<file path="src/rtl/mem_arbiter_pkg.sv">
// Shared definitions for the two-source memory arbiter: FSM states, owner
// encoding and the default response timeout.
package mem_arbiter_pkg;

  typedef enum logic [1:0] {
    ARB_IDLE  = 2'd0,
    ARB_ISSUE = 2'd1,
    ARB_WAIT  = 2'd2
  } arbState_e;

  typedef enum logic {
    OWN_IFU = 1'b0,
    OWN_LSU = 1'b1
  } arbOwner_e;

  localparam int unsigned DEFAULT_TIMEOUT_CYCLES = 256;

endpackage

</file>
<file path="src/rtl/mem_arbiter_req_slot.sv">
// One pending-request slot: captures a request pulse, flags dropped pulses
// as a sticky overrun, and empties when the arbiter grants it.
module arb_req_slot (
  input  logic        clock,
  input  logic        reset,
  input  logic        reqValid_i,
  input  logic        wen_i,
  input  logic [31:0] addr_i,
  input  logic [31:0] wdata_i,
  input  logic [3:0]  wmask_i,
  input  logic        ownsInFlight_i,
  input  logic        grant_i,
  output logic        pending_o,
  output logic        wen_o,
  output logic [31:0] addr_o,
  output logic [31:0] wdata_o,
  output logic [3:0]  wmask_o,
  output logic        overrun_o
);

  logic        pending_q, pending_d;
  logic        wen_q, wen_d;
  logic [31:0] addr_q, addr_d;
  logic [31:0] wdata_q, wdata_d;
  logic [3:0]  wmask_q, wmask_d;
  logic        overrun_q, overrun_d;
  logic        accept;

  // A pulse is only taken into an empty slot whose source has nothing in flight.
  assign accept = reqValid_i && !pending_q && !ownsInFlight_i;

  always_comb begin
    pending_d = pending_q;
    wen_d     = wen_q;
    addr_d    = addr_q;
    wdata_d   = wdata_q;
    wmask_d   = wmask_q;
    overrun_d = overrun_q;
    if (grant_i) begin
      pending_d = 1'b0;
    end
    if (accept) begin
      pending_d = 1'b1;
      wen_d     = wen_i;
      addr_d    = addr_i;
      wdata_d   = wdata_i;
      wmask_d   = wmask_i;
    end else if (reqValid_i) begin
      overrun_d = 1'b1;
    end
  end

  always_ff @(posedge clock or posedge reset) begin
    if (reset) begin
      pending_q <= 1'b0;
      wen_q     <= 1'b0;
      addr_q    <= '0;
      wdata_q   <= '0;
      wmask_q   <= '0;
      overrun_q <= 1'b0;
    end else begin
      pending_q <= pending_d;
      wen_q     <= wen_d;
      addr_q    <= addr_d;
      wdata_q   <= wdata_d;
      wmask_q   <= wmask_d;
      overrun_q <= overrun_d;
    end
  end

  assign pending_o = pending_q;
  assign wen_o     = wen_q;
  assign addr_o    = addr_q;
  assign wdata_o   = wdata_q;
  assign wmask_o   = wmask_q;
  assign overrun_o = overrun_q;

endmodule

</file>
<file path="src/rtl/mem_arbiter.sv">
// Arbitrates IFU and LSU requests onto one single-outstanding memory port,
// LSU first, with a response timeout so a lost response never hangs a source.
module mem_arbiter
  import mem_arbiter_pkg::*;
#(
  parameter int unsigned TIMEOUT_CYCLES = DEFAULT_TIMEOUT_CYCLES,
  parameter int unsigned CNT_W          = 16
) (
  input  logic        clock,
  input  logic        reset,
  input  logic        ifu_reqValid,
  input  logic [31:0] ifu_addr,
  output logic        ifu_respValid,
  output logic [31:0] ifu_rdata,
  output logic        ifu_respErr,
  input  logic        lsu_reqValid,
  input  logic        lsu_wen,
  input  logic [31:0] lsu_addr,
  input  logic [31:0] lsu_wdata,
  input  logic [3:0]  lsu_wmask,
  output logic        lsu_respValid,
  output logic [31:0] lsu_rdata,
  output logic        lsu_respErr,
  output logic        mem_reqValid,
  input  logic        mem_reqReady,
  output logic        mem_wen,
  output logic [31:0] mem_addr,
  output logic [31:0] mem_wdata,
  output logic [3:0]  mem_wmask,
  input  logic        mem_respValid,
  input  logic [31:0] mem_rdata,
  output logic        busy,
  output logic        overrun
);

  localparam bit          TO_EN   = (TIMEOUT_CYCLES != 0);
  localparam int unsigned TO_LAST = TO_EN ? TIMEOUT_CYCLES - 1 : 0;
  localparam logic [CNT_W-1:0] TO_LAST_CNT = CNT_W'(TO_LAST);

  arbState_e   state_q, state_d;
  arbOwner_e   owner_q, owner_d;
  logic [CNT_W-1:0] cnt_q, cnt_d;
  logic        memWen_q, memWen_d;
  logic [31:0] memAddr_q, memAddr_d;
  logic [31:0] memWdata_q, memWdata_d;
  logic [3:0]  memWmask_q, memWmask_d;
  logic        ifuRespValid_q, ifuRespValid_d;
  logic [31:0] ifuRdata_q, ifuRdata_d;
  logic        ifuRespErr_q, ifuRespErr_d;
  logic        lsuRespValid_q, lsuRespValid_d;
  logic [31:0] lsuRdata_q, lsuRdata_d;
  logic        lsuRespErr_q, lsuRespErr_d;

  logic        ifuPending, lsuPending;
  logic        ifuGrant, lsuGrant;
  logic        ifuOwns, lsuOwns;
  logic        ifuSlotWen, lsuSlotWen;
  logic [31:0] ifuSlotAddr, lsuSlotAddr;
  logic [31:0] ifuSlotWdata, lsuSlotWdata;
  logic [3:0]  ifuSlotWmask, lsuSlotWmask;
  logic        ifuOverrun, lsuOverrun;
  logic        deliver, deliverErr;
  logic [31:0] deliverData;

  assign ifuOwns = (state_q != ARB_IDLE) && (owner_q == OWN_IFU);
  assign lsuOwns = (state_q != ARB_IDLE) && (owner_q == OWN_LSU);

  arb_req_slot u_ifuSlot (
    .clock          (clock),
    .reset          (reset),
    .reqValid_i     (ifu_reqValid),
    .wen_i          (1'b0),
    .addr_i         (ifu_addr),
    .wdata_i        (32'h0),
    .wmask_i        (4'h0),
    .ownsInFlight_i (ifuOwns),
    .grant_i        (ifuGrant),
    .pending_o      (ifuPending),
    .wen_o          (ifuSlotWen),
    .addr_o         (ifuSlotAddr),
    .wdata_o        (ifuSlotWdata),
    .wmask_o        (ifuSlotWmask),
    .overrun_o      (ifuOverrun)
  );

  arb_req_slot u_lsuSlot (
    .clock          (clock),
    .reset          (reset),
    .reqValid_i     (lsu_reqValid),
    .wen_i          (lsu_wen),
    .addr_i         (lsu_addr),
    .wdata_i        (lsu_wdata),
    .wmask_i        (lsu_wmask),
    .ownsInFlight_i (lsuOwns),
    .grant_i        (lsuGrant),
    .pending_o      (lsuPending),
    .wen_o          (lsuSlotWen),
    .addr_o         (lsuSlotAddr),
    .wdata_o        (lsuSlotWdata),
    .wmask_o        (lsuSlotWmask),
    .overrun_o      (lsuOverrun)
  );

  // Next-state logic; a real response in the same cycle as the timeout wins.
  always_comb begin
    state_d        = state_q;
    owner_d        = owner_q;
    cnt_d          = cnt_q;
    memWen_d       = memWen_q;
    memAddr_d      = memAddr_q;
    memWdata_d     = memWdata_q;
    memWmask_d     = memWmask_q;
    ifuGrant       = 1'b0;
    lsuGrant       = 1'b0;
    deliver        = 1'b0;
    deliverErr     = 1'b0;
    deliverData    = 32'h0;
    case (state_q)
      ARB_IDLE: begin
        if (lsuPending) begin
          lsuGrant   = 1'b1;
          owner_d    = OWN_LSU;
          memWen_d   = lsuSlotWen;
          memAddr_d  = lsuSlotAddr;
          memWdata_d = lsuSlotWdata;
          memWmask_d = lsuSlotWmask;
          state_d    = ARB_ISSUE;
        end else if (ifuPending) begin
          ifuGrant   = 1'b1;
          owner_d    = OWN_IFU;
          memWen_d   = ifuSlotWen;
          memAddr_d  = ifuSlotAddr;
          memWdata_d = ifuSlotWdata;
          memWmask_d = ifuSlotWmask;
          state_d    = ARB_ISSUE;
        end
      end
      ARB_ISSUE: begin
        if (mem_reqReady) begin
          cnt_d   = '0;
          state_d = ARB_WAIT;
        end
      end
      ARB_WAIT: begin
        if (mem_respValid) begin
          deliver     = 1'b1;
          deliverData = memWen_q ? 32'h0 : mem_rdata;
          state_d     = ARB_IDLE;
        end else if (TO_EN && (cnt_q == TO_LAST_CNT)) begin
          deliver    = 1'b1;
          deliverErr = 1'b1;
          state_d    = ARB_IDLE;
        end else begin
          cnt_d = cnt_q + 1'b1;
        end
      end
      default: state_d = ARB_IDLE;
    endcase
  end

  // Response routing to whichever source owns the finishing transaction.
  always_comb begin
    ifuRespValid_d = 1'b0;
    ifuRdata_d     = ifuRdata_q;
    ifuRespErr_d   = ifuRespErr_q;
    lsuRespValid_d = 1'b0;
    lsuRdata_d     = lsuRdata_q;
    lsuRespErr_d   = lsuRespErr_q;
    if (deliver) begin
      if (owner_q == OWN_LSU) begin
        lsuRespValid_d = 1'b1;
        lsuRdata_d     = deliverData;
        lsuRespErr_d   = deliverErr;
      end else begin
        ifuRespValid_d = 1'b1;
        ifuRdata_d     = deliverData;
        ifuRespErr_d   = deliverErr;
      end
    end
  end

  always_ff @(posedge clock or posedge reset) begin
    if (reset) begin
      state_q        <= ARB_IDLE;
      owner_q        <= OWN_IFU;
      cnt_q          <= '0;
      memWen_q       <= 1'b0;
      memAddr_q      <= '0;
      memWdata_q     <= '0;
      memWmask_q     <= '0;
      ifuRespValid_q <= 1'b0;
      ifuRdata_q     <= '0;
      ifuRespErr_q   <= 1'b0;
      lsuRespValid_q <= 1'b0;
      lsuRdata_q     <= '0;
      lsuRespErr_q   <= 1'b0;
    end else begin
      state_q        <= state_d;
      owner_q        <= owner_d;
      cnt_q          <= cnt_d;
      memWen_q       <= memWen_d;
      memAddr_q      <= memAddr_d;
      memWdata_q     <= memWdata_d;
      memWmask_q     <= memWmask_d;
      ifuRespValid_q <= ifuRespValid_d;
      ifuRdata_q     <= ifuRdata_d;
      ifuRespErr_q   <= ifuRespErr_d;
      lsuRespValid_q <= lsuRespValid_d;
      lsuRdata_q     <= lsuRdata_d;
      lsuRespErr_q   <= lsuRespErr_d;
    end
  end

  assign mem_reqValid  = (state_q == ARB_ISSUE);
  assign mem_wen       = memWen_q;
  assign mem_addr      = memAddr_q;
  assign mem_wdata     = memWdata_q;
  assign mem_wmask     = memWmask_q;
  assign ifu_respValid = ifuRespValid_q;
  assign ifu_rdata     = ifuRdata_q;
  assign ifu_respErr   = ifuRespErr_q;
  assign lsu_respValid = lsuRespValid_q;
  assign lsu_rdata     = lsuRdata_q;
  assign lsu_respErr   = lsuRespErr_q;
  assign busy          = (state_q != ARB_IDLE) || ifuPending || lsuPending;
  assign overrun       = ifuOverrun || lsuOverrun;

endmodule

</file>
<file path="config.mk">
export PLATFORM = sky130hd
export DESIGN_NAME = mem_arbiter
export DESIGN_NICKNAME = d
export VERILOG_FILES = /design/src/rtl/mem_arbiter_pkg.sv /design/src/rtl/mem_arbiter_req_slot.sv /design/src/rtl/mem_arbiter.sv
export SDC_FILE = /design/constraint.sdc
export NUM_CORES = 1
export LEC_CHECK = 0
export ABC_AREA = 1
export ABC_CLOCK_PERIOD_IN_PS = 22300
export BUFFER_PORTS_ARGS = -buffer_cell sky130_fd_sc_hd__buf_2
export CORE_AREA = 4 4 132 198
export CTS_CLUSTER_SIZE = 30
export DETAILED_ROUTE_END_ITERATION = 16
export DIE_AREA = 0 0 136 202
export PLACE_DENSITY = 0.71
export RECOVER_POWER = 25
export SLEW_MARGIN = 20
export SYNTH_ARGS = -nofsm -noshare
export SYNTH_HDL_FRONTEND = slang
export SYNTH_SLANG_ARGS = --single-unit
</file>
<file path="constraint.sdc">
create_clock -name clock -period 22.3 [get_ports clock]
set_clock_uncertainty 0.05 [all_clocks]
set_input_delay 1.115 -clock clock [delete_from_list [all_inputs] [get_ports clock]]
set_output_delay 1.115 -clock clock [all_outputs]
set_load 0.02 [all_outputs]
</file>
After elaboration in Yosys (flattened, before gate mapping)
Index checks and enable logic that the tools add are counted.

word-level totals
  register bits after elaboration = 261
  input bits = 139
  output and inout port bits = 140
  word-level logic and storage cells = 100

cells by class
  add/subtract/negate cells = 1
  equality and inequality tests = 8
  multiplexer cells = 40
  bitwise gates (word level) = 3
  reductions and logical operators = 26

operators by type and width
  kind                                                    count
  two-way mux 32 bit                                      7
  two-way mux 16 bit                                      3
  one-hot mux 16 bit (2 select lines)                     1
  two-way mux 1 bit                                       21
  adder 16 x 1 -> 16 bit (second input constant)          1
  equality test 16 x 8 -> 1 bit (second input constant)   1
  two-way mux 2 bit                                       5
  AND reduction 2 bit                                     5
  nonzero test 2 bit                                      5
  two-way mux 4 bit                                       2
  logical AND 1 bit                                       6
  one-hot mux 2 bit (3 select lines)                      1
  logical NOT 1 bit                                       4
  inequality test 2 bit (second input constant)           2
  AND reduction 4 bit                                     1
  logical OR 1 bit                                        3
  inequality test 3 x 1 -> 1 bit (second input constant)  1
  inequality test 3 bit (second input constant)           1
  NOT 1 bit                                               3
  AND reduction 3 bit                                     1
  equality test 2 x 1 -> 1 bit (second input constant)    1
  equality test 2 bit (second input constant)             1
  logical NOT 2 bit                                       1
  inequality test 2 x 1 -> 1 bit (second input constant)  1

Logic depth before layout (Yosys ltp)
Gate-level depths: netlist of the first run.

  depth after elaboration = 6
  gate-level depth with buffers = 10
  depth with buffers taken out = 9

Hierarchy
A second synthesis of the first run with hierarchy kept.

second synthesis, totals
  cells, all modules = 1492
  area total of the unflattened synthesis = 13027.5 µm²

modules (own cells, without submodules)
  module        instances  cells an instance  area an instance (µm²)  sequential area each (µm²)
  mem_arbiter   1          862                7226.9                  3903.7
  arb_req_slot  2          315                2900.3                  1776.7

Worst setup path after synthesis of the first run
No wires, ideal clock.

  kind = register to output
  start point = register state_q[1]
  end point = output busy
  data arrival time = 844 ps
  data required time = 21135 ps
  setup slack = 20291 ps
  cell stages (with the launch flop) = 5
  path buffers = 0
  cell sequence = dfrtp_1 -> nor2_2 -> inv_1 -> nor2_1 -> nand2_1

between the ends
  word-level cells in the longest chain between the ends = 3

ends and longest elaborated chain
  element                        RTL line            text
  from (decl)                    mem_arbiter.sv:40   arbState_e state_q, state_d;
  from (signal assigned)         mem_arbiter.sv:198  state_q <= state_d;
  nonzero test 2 bit             mem_arbiter.sv:225  assign busy = (state_q != ARB_IDLE) || ifuPending || lsuPending;
  logical OR 1 bit (2 in a row)  mem_arbiter.sv:225
  to (decl)                      mem_arbiter.sv:32   output logic busy,

No other way between the ends.

==> impl_results.md, run 1 <==
- Area growth from synthesis to layout: 21.19%
- Post-Synthesis Cells: 1208
- Area of the core: 24260 um^2
- Wirelength per Cell: 15.55 um
- Tcrit/Tclk final: about 25%
- Max stage delay on crit path: 2.92 ns
- Critical Path AT: a little over 6 ns
- # hold bufs at CTS: 0
- Sinks on the clock net: 261
- Critical path type: in -> async
- HP Start: u_ifuSlot.overrun_o
- Final ANT Viol Nets: 0
- Die Wd: 136 um
- Fill count: 2260
- Type of the tightest min-delay check: reg -> reg
- EDFF count, synth: 0
- Part of the power in registers: between 40% and 50%
- Run status: finished with violations
- Max Cap Viol: 4
- Avg Inst Size Synth: 9.008 um^2
- PwrDens: 148.4 nW/um^2
- H-tree depth: 1
- GR Util met1: 25.57%
- Die height: 202 um
- Minimum clock period: 5.643 ns
- Total gr overflow: 0
- Via density: 5.038
- Via count: roughly 9000
- Sequential share of the synthesized area: 60.02%
- Clock share of power: 22.3%
- Leak: 0.007131 uW
- P_int: 1160 uW
- Synth top area cells: dfrtp_1, nand2_1, o21ai_0, inv_1, nand4_1
- Hold depth: 2
- Violations in the final reports: capacitance limit, slew limit
- Worst Tran Pin Value: 5.246 ns
- PortBufs: 278
- Crit. End Element: asynchronous set/reset pin
- CP max FO: 120
- Post-CTS Setup Inserts: 0
- RR Startpoint: owner_q
- Count of final setup violators: 0
- Met2 Use GR: between 30% and 40%
- Synth async-reset ratio: 100.0%
- Syn nets: 1348
- Antenna violations before repair: 0
- TritonCTS clock tree: yes
- Final core occ: 54.36%
- Largest net degree at the start of global routing: 121
- Setup TNS Final: 0 ns
- Worst Path Required: 22.79 ns
- Grt peak-use layer: met2
- Cells along the critical path: buf_2 > clkinvlp_2 > buf_4 > buf_4
- Peak supply drop: ~0.12 mV
- Final slew viol count: 262
- Post-cts repair resize count: 0
- CTS Buf Count: 26
- Die ar.: 27470 um^2
- Top_reg_cell synth: dfrtp_1
- FF-to-FF End: u_ifuSlot.pending_o
- Starting Density: 44.85%
- Slew headroom: -251.7%
- Mapped Area: 10880 um^2
- Slowest-stage cell, CP: clkinvlp_2
- Skew-Pair Late Insertion Delay: 0.52 ns
- HPWL Detailed: 19010 um
- R2r worst-path depth: 4
- CP most frequent cell: buf_4
- # DRC: 0
- Longest Clk Path Bufs: 3
- Met3 usage: 4.109%
- #FFs+latches synth: roughly 260
- Row count: 70
- ANT cells: 0
- 1st-iter DRT viols: between 500 and 600
- Layout cells sized above 1: 23.18%
- Cell variety after synth: 34
- Clock-pin slew on the worst setup and hold paths: about 0.07 ns
- WHS Endpoint: u_ifuSlot.overrun_o
- Final hold violation count: 0
- First-pass GRT wire length: 45050 um
- Area leader, netlist: dfrtp_1
- Syn. warnings: 0
- GP Congestion: between 0.8 and 0.9
- Total track usage: between 15 and 20%
- RSZ-0062 raised after global routing: no
- Flop2flop setup slack: 18.45 ns
- Comb power frac: 37.3%
- Vias in the first global route: 9011
- DR pass1 iterations: 5
- Total wire length: 27850 um
- Post-synth top area share: 60.02%
- Peak Freq: 177.2 MHz
- Final #Nets: around 1600
- # IOs: 279
- Cell chosen for the clock root: clkbuf_16
- CP Launch Type: input pin
- Switching share of power: 40.74%
- Total power: 1957 uW
- Net Sw Power: 797.4 uW
==> cell type report <==
class | instances | area, um^2 | share of cell area [%]
clock buffers | 33 | 728.2 | 5.522
clock inverters | 12 | 125.1 | 0.9488
inverters | 128 | 485.5 | 3.681
multi-input cells | 745 | 3457 | 26.21
flip-flops and latches | 261 | 6531 | 49.53
well taps | 324 | 405.4 | 3.074
repair buffers | 288 | 1455 | 11.03
==> cell usage after synthesis, types with 18 or more instances <==
library cell    n
inv_1         125
nand4_1        71
a31oi_1        32
dfrtp_1       261
a21oi_1        18
buf_2          30
nand2_1       370
clkbuf_1       32
a22o_1         18
nand3_1        23
nor2_1         82
o21ai_0       104
==> cell families after synthesis <==
kind of cell	after synthesis	synth area share [%]
buffers and inverters	202	8.095
AOI/OAI and AO/OA	181	9.475
xor gates and xnor gates	4	0.3220
and+or+nand+nor	559	21.97
DFF	261	60.02
adders and majority gates	1	0.1150
==> flip-flops by register name, summed over array words and instances (netlist names) <==
name / flops
mem_wmask: 4
mem_wen: 1
mem_addr: 32
mem_wdata: 32
u_lsuSlot.overrun_o: 1
state_q: 2
ifu_respValid: 1
u_lsuSlot.addr_o: 32
u_ifuSlot.pending_o: 1
cnt_q: 16
u_lsuSlot.wen_o: 1
u_lsuSlot.wmask_o: 4
ifu_respErr: 1
lsu_respErr: 1
u_ifuSlot.overrun_o: 1
ifu_rdata: 32
u_lsuSlot.wdata_o: 32
owner_q: 1
u_lsuSlot.pending_o: 1
lsu_respValid: 1
lsu_rdata: 32
u_ifuSlot.addr_o: 32
==> worst max-delay path: cells and delay by family <==
kind                   cells  cell delay [ns]
buffers and inverters      4             4.89
==> worst max-delay path by stage <==
stage,startpoint,end,slack (ns),depth (start not counted)
4_1_cts,reset,u_lsuSlot.addr_o[25],19.05,4
6_report,reset,mem_wdata[19],16.66,4
2_1_floorplan,reset,cnt_q[0],13.95,1
3_3_place_gp,reset,mem_wmask[0],18.53,4
5_1_grt,reset,u_lsuSlot.addr_o[25],15.52,4
3_5_place_dp,reset,mem_wdata[22],18.50,4
==> metal layers <==
layer	wire length [um]	up-vias
met5	0	-
met4	910	0
met3	2340	64
met2	13440	338
met1	11160	4258
li1	-	4363
==> per-stage QoR <==
stage | cell area [um^2] | instances | hold WS, ns | worst slack (ns)
6_report | 13190 | 1791 | 0.4050 | 16.66
3_5_place_dp | 12390 | 1746 | 0.3938 | 18.50
4_1_cts | 13240 | 1791 | 0.4085 | 19.05
3_3_place_gp | 12390 | 1746 | 0.3846 | 18.53
5_1_grt | 13190 | 1791 | 0.4193 | 15.52
2_1_floorplan | 10880 | 1208 | 0.3713 | 13.95
==> power by group through the flow <==
stage / registers, uW / logic (uW) / clock network, uW
floorplan: 907 / 383 / 0
global placement: 791 / 723 / 0
detailed placement: 795 / 743 / 0
CTS: 790 / 745 / 448
global route: 813 / 821 / 467
finish: 790 / 731 / 437
==> placed cells by master, fill, tap and decap left out, types with 2 or more instances in the layout <==
cell type	n
clkinvlp_4	2
nor2_4	2
nand2_1	371
nor2_2	2
clkbuf_1	6
o21bai_1	2
nand2_4	2
buf_2	278
a21oi_1	18
clkinv_2	7
clkbuf_8	3
clkbuf_16	27
dfrtp_1	261
buf_4	7
o21ai_0	104
inv_1	123
o21ai_1	3
nor2_1	81
nand3_1	26
xnor2_1	2
a31oi_1	32
nand4_1	71
xor2_1	2
bufinv_16	2
a22o_1	18
No activity file was read; power rests on OpenSTA's default activity.
==> run 2: changes to the inputs <==
--- a/config.mk
+++ b/config.mk
@@ -6,7 +6,7 @@
 export NUM_CORES = 1
 export LEC_CHECK = 0
 export ABC_AREA = 1
-export ABC_CLOCK_PERIOD_IN_PS = 22300
+export ABC_CLOCK_PERIOD_IN_PS = 5200
 export BUFFER_PORTS_ARGS = -buffer_cell sky130_fd_sc_hd__buf_2
 export CORE_AREA = 4 4 132 198
 export CTS_CLUSTER_SIZE = 30
==> constraint.sdc (replaced) <==
create_clock -name clock -period 5.2 [get_ports clock]
set_clock_uncertainty 0.05 [all_clocks]
set_input_delay 0.26 -clock clock [delete_from_list [all_inputs] [get_ports clock]]
set_output_delay 0.26 -clock clock [all_outputs]
set_load 0.02 [all_outputs]
==> run 2 against run 1 <==
  * The flow still finishes with violations (capacitance limit, slew limit)
  * Combinational power rose to 4.3 times the previous value
  * Cell count up 7.6%
  * Flip-flop and latch count stayed put
  * Sequential power grew to 4.3 times the previous value
  * Die area did not move
==> impl_results.md, run 2 (synthesized netlist as in run 1, its figures left out) <==
- Longest Clk Path Bufs: 3 (unchanged)
- Leak: 0.007256 uW (+1.7%)
- Cell chosen for the clock root: clkbuf_16
- DR pass1 iterations: 5 (unchanged)
- Critical path type: reg -> reg
- Inst Count DP: 1745 (-0.057%)
- CP max FO: 35 (-71%)
- Row count: 70 (unchanged)
- Commonest non-fill, non-tap cell in the layout: nand2_1
- H-tree depth: 1 (unchanged)
- Worst Tran Pin Value: 1.593 ns (-3.653 ns)
- Most frequent cells in the layout: nand2_1, dfrtp_1, buf_2
- Min Hold Slack: 0.1228 ns (-0.2822 ns)
- RSZ-0062 raised after global routing: no
- Slew headroom: -6.772% (+240 points)
- Critical Path AT: 3.41 ns (-2.72 ns)
- Final #Nets: 1725 (+8.5%)
- Via count: 9725 (+7.8%)
- GP Congestion: 0.8873 (+8.9%)
- Count of final setup violators: 0 (unchanged)
- Wirelength per Cell: 16.00 um (+2.9%)
- Skew-Pair Late Insertion Delay: 0.52 ns (about the same)
- Final slew viol count: 34 (-87%)
- Area of the core: 24260 um^2 (unchanged)
- Tcrit/Tclk final: about three fifths
- Layout cells sized above 1: 13.29% (-9.9 points)
- # DRC: 0 (unchanged)
- Worst Path Required: 5.57 ns (-17.22 ns)
- Clock-pin slew on the worst setup and hold paths: 0.06 ns (about the same)
- 1st-iter DRT viols: 443 (-15%)
- Antenna violations before repair: 0 (unchanged)
- Max stage delay on crit path: 0.87 ns (-2.05 ns)
- Peak Freq: 329.6 MHz
- Total wire length: 30830 um (+11%)
- First-pass GRT wire length: 49110 um (+9.0%)
- Via density: 5.047 (+0.17%)
- Total gr overflow: 0 (unchanged)
- Area growth from synthesis to layout: 32.55%
- Sinks on the clock net: 261 (unchanged)
- Final hold violation count: 0 (unchanged)
- Largest net degree at the start of global routing: 169 (+40%)
- Post-cts repair resize count: 0 (unchanged)
- Violations in the final reports: capacitance limit, slew limit
- PortBufs: 278 (unchanged)
- Setup TNS Final: 0 ns (unchanged)
- Crit. End Element: flip-flop
- Final ANT Viol Nets: 0 (unchanged)
- Die Wd: 136 um (unchanged)
- Minimum clock period: 3.034 ns
- Peak supply drop: 0.3371 mV (+190%)
- Slowest-stage cell, CP: nor2_2
- Starting Density: 44.85% (unchanged)
- Total track usage: 21.83% (+1.8 points)
- Die ar.: 27470 um^2 (unchanged)
- ANT cells: 0 (unchanged)
- Vias in the first global route: 9875 (+9.6%)
- TritonCTS clock tree: yes
- Run status: finished with violations
- Die height: 202 um (unchanged)
- Type of the tightest min-delay check: in -> reg
- HPWL Detailed: 18740 um (-1.4%)
- Cells along the critical path: buf_4 > inv_2 > nor2_2 > inv_1 > o21ai_0
- CP Launch Type: flip-flop
- Layout Cells excl Fill: 1927 (+7.6%)
- Max Cap Viol: 1 (-3)
- CTS Buf Count: 25 (-3.8%)
- # IOs: 279 (unchanged)
- PwrDens: 580.6 nW/um^2 (+290%)
==> run 2: critical path, delay by kind of cell, from the launching register on <==
kind,cells,cell delay [ns]
AOI/OAI and AO/OA,1,0.33
buffers and inverters,3,1.34
DFF,1,0.32
and+or+nand+nor,1,0.87
==> run 2: stage by stage <==
step | total power, uW | instance area (um^2) | worst slack, ns | utilization, %
floorplan | 5532 | 10890 | 1.448 | -
global route | 8956 | 14420 | 1.941 | 59.45
finish | 8375 | 14420 | 2.166 | 59.45
detailed placement | 6613 | 12400 | 2.081 | 51.13
global placement | 6507 | 12400 | 2.209 | 51.13
CTS | 8537 | 14590 | 2.079 | 60.14
==> run 2: final cells by class <==
type	instances	area, um^2
clock buffers	36	737.0
clock inverters	9	78.83
fillers	2097	9837
inverters	128	485.5
multi-input cells	745	3497
flip-flops and latches	261	6531
well taps	324	405.4
repair buffers	424	2689
==> run 2: what timing repair did <==
| item | CTS | global route |
|---|---|---|
| setup buffers | 0 | 0 |
| endpoints found under the setup margin | 0 | 0 |
| hold buffers | 137 | 0 |
| endpoints found under the hold margin | 199 | 0 |
==> run 2: per-layer routing <==
metal  routed length, um  part of all wire (%)  vias to the layer above  GRT usage (%)
met5                   0                     0                        -              0
met2               15280                    50                      407          38.20
met1               12040                    39                     4610          26.24
met4                 839                   2.7                        0          6.736
met3                2670                   8.7                       64          5.528
li1                    -                     -                     4644              -
==> run 2: final timing paths <==
path	start	end	slack, ns	cells after the start
setup / recovery	u_lsuSlot.pending_o	mem_wdata[26]	2.17	5
hold / removal	mem_respValid	lsu_respErr	0.12	4
setup reg to reg	u_lsuSlot.pending_o	mem_wdata[26]	2.17	5
hold reg to reg	u_ifuSlot.overrun_o	u_ifuSlot.overrun_o	0.41	2
max in group asynchronous	reset	cnt_q[0]	2.95	4
min in group asynchronous	reset	lsu_respValid	0.64	3
==> run 2: where the power goes <==
part           internal [uW]  switching (uW)
combinational            916            2250
sequential              2910             492
clock                   1030             771
total                   4860            3510
==> run 3: changes to the inputs <==
--- a/config.mk
+++ b/config.mk
@@ -6,7 +6,7 @@
 export NUM_CORES = 1
 export LEC_CHECK = 0
 export ABC_AREA = 1
-export ABC_CLOCK_PERIOD_IN_PS = 5200
+export ABC_CLOCK_PERIOD_IN_PS = 3050
 export BUFFER_PORTS_ARGS = -buffer_cell sky130_fd_sc_hd__buf_2
 export CORE_AREA = 4 4 132 198
 export CTS_CLUSTER_SIZE = 30
==> constraint.sdc (replaced) <==
create_clock -name clock -period 3.05 [get_ports clock]
set_clock_uncertainty 0.05 [all_clocks]
set_input_delay 0.1525 -clock clock [delete_from_list [all_inputs] [get_ports clock]]
set_output_delay 0.1525 -clock clock [all_outputs]
set_load 0.02 [all_outputs]
==> run 3 against run 2 <==
  * The run still ends with capacitance limit, slew limit left
  * Hold slack better by 0.24 ns
  * Sequential share of layout area down 0.73 points
  * Sequential power up 70%
  * Critical path type unchanged
  * Total power up 76%
  * Clock power rose by 88%
  * Cell area grew 1.6%
==> impl_results.md, run 3 (synthesized netlist as in run 1, its figures left out) <==
- Area of the multi-input gates: 3497 um^2 (unchanged)
- Area of the core: 24260 um^2 (unchanged)
- Run status: finished with violations
- Commonest non-fill, non-tap cell in the layout: nand2_1
- Post-CTS Setup Inserts: 0 (unchanged)
- Met3 usage: 6.250% (+0.72 points)
- Total track usage: 21.83% (about the same)
- PortBufs: 278 (unchanged)
- Critical Path AT: 2.40 ns (-1.01 ns)
- Final #Nets: 1731 (+0.35%)
- Minimum clock period: 2.041 ns (-0.9935 ns)
- Peak Freq: 490.0 MHz (+49%)
- Layout cells sized above 1: 16.71% (+3.4 points)
- # DRC: 0 (unchanged)
- HPWL Detailed: 19000 um (+1.4%)
- Fill count: 2044 (-2.5%)
- Max stage delay on crit path: 0.42 ns (-0.45 ns)
- TritonCTS clock tree: yes
- Wirelength per Cell: 15.89 um (-0.67%)
- Row count: 70 (unchanged)
- GP Congestion: 0.8717 (-1.8%)
- Cells along the critical path: ha_1 > nand3_2 > nor2_4 > nand2_4 > nand2_4 > nand3_4 > nand2_1 > nand2_1
- CP Launch Type: flip-flop
- Grt peak-use layer: met2
- Critical path type: reg -> reg
- Violations in the final reports: capacitance limit, slew limit
- Vias in the first global route: 9746 (-1.3%)
- PwrDens: 1004 nW/um^2 (+73%)
- Crit. End Element: flip-flop
- Largest net degree at the start of global routing: 99 (-41%)
- GR Util met1: 26.49% (+0.25 points)
- Skew-Pair Late Insertion Delay: 0.52 ns (about the same)
- CP max FO: 34 (-2.9%)
- Seq. cell area: 6531 um^2 (unchanged)
- Max Cap Viol: 1 (unchanged)
- Antenna violations before repair: 0 (unchanged)
- Met2 Use GR: 37.65% (-0.55 points)
- Final slew viol count: 28 (-18%)
- Total wire length: 30730 um (-0.31%)
- Longest Clk Path Bufs: 3 (unchanged)
- Total power: 14720 uW (+76%)
- Type of the tightest min-delay check: in -> reg
- Via count: 9667 (-0.60%)
- RSZ-0062 raised after global routing: no
- # IOs: 279 (unchanged)
- Die ar.: 27470 um^2 (unchanged)
- Count of final setup violators: 0 (unchanged)
- Leak: 0.007508 uW (+3.5%)
- Die height: 202 um (unchanged)
- Delay-heaviest family, CP: simple AND/OR/NAND/NOR gates
- ANT cells: 0 (unchanged)
- Tcrit/Tclk final: 66.91% (+8.6 points)
- Clock-pin slew on the worst setup and hold paths: 0.06 ns (about the same)
- Peak supply drop: 0.6122 mV (+82%)
- Final hold violation count: 0 (unchanged)
- CTS Buf Count: 25 (unchanged)
- Post-cts repair resize count: 0 (unchanged)
- Area growth from synthesis to layout: 34.71%
- Worst Tran Pin Value: 1.501 ns (-0.09193 ns)
- Slowest-stage cell, CP: dfrtp_1
- Worst Path Required: 3.41 ns (-2.16 ns)
- Slew headroom: -0.6098% (+6.2 points)
- Starting Density: 44.85% (unchanged)
- Total gr overflow: 0 (unchanged)
- 1st-iter DRT viols: 517 (+17%)
- Sinks on the clock net: 261 (unchanged)
- Die Wd: 136 um (unchanged)
- First-pass GRT wire length: 49270 um (+0.32%)
- DR pass1 iterations: 5 (unchanged)
- H-tree depth: 1 (unchanged)
- Via density: 4.998 (-0.96%)
- CP bufs+invs: 0 (-3)
- Setup TNS Final: 0 ns (unchanged)
- Most frequent cells in the layout: nand2_1, dfrtp_1, buf_2
- Cell chosen for the clock root: clkbuf_16
- Final ANT Viol Nets: 0 (unchanged)
==> run 3: worst register-to-register path: cells and delay by family (launching register included) <==
kind	cells	cell delay, ns
AND/OR/NAND/NOR	7	1.19
flip-flops	1	0.42
adder cells (fa/ha/maj)	1	0.28
==> run 3: layout make-up <==
class	instances	share of cell area, %
repair buffers	430	19.25
well taps	324	2.765
clock buffers	36	5.164
multi-input cells	745	23.86
flip-flops and latches	261	44.55
clock inverters	10	1.110
inverters	128	3.303
==> run 3: metal layers <==
layer  vias up  part of all wire, %
met1      4570                   39
met5         -                    0
met3        69                  9.5
li1       4648                    -
met4         0                  2.6
met2       380                   49
==> run 3: repair_timing <==
action / CTS / global route
endpoints found under the hold margin: 196 / 0
hold buffers: 138 / 0
setup endpoints to repair: 0 / 0
==> run 3: path summary, 6_finish.rpt <==
path / from / to / slack (ns) / depth (start not counted)
min in group asynchronous: reset / mem_wmask[0] / 0.47 / 3
max: cnt_q[0] / ifu_rdata[0] / 1.01 / 8
max reg2reg: cnt_q[0] / ifu_rdata[0] / 1.01 / 8
min: ifu_reqValid / u_ifuSlot.overrun_o / 0.36 / 4
min reg2reg: u_ifuSlot.overrun_o / u_ifuSlot.overrun_o / 0.40 / 2
max in group asynchronous: reset / u_lsuSlot.addr_o[6] / 1.36 / 4
==> run 3: report_power, final <==
| part | switching (uW) | internal [uW] |
|---|---|---|
| sequential | 821 | 4970 |
| clock | 1340 | 2070 |
| combinational | 3840 | 1680 |
| total | 6000 | 8720 |
==> run 3: stage by stage <==
stage | hold WS (ns) | worst slack, ns | utilization (%) | std cells | cell area, um^2
after global placement | 0.2629 | 1.088 | 51.39 | 1750 | 12470
after detailed placement | 0.2662 | 1.030 | 51.39 | 1750 | 12470
final | 0.3612 | 1.009 | 60.42 | 1934 | 14660
after CTS | 0.2577 | 1.022 | 60.87 | 1934 | 14770
after global routing | 0.3627 | 0.8374 | 60.42 | 1934 | 14660
after floorplan | 0.1981 | -0.5941 | - | 1208 | 10890
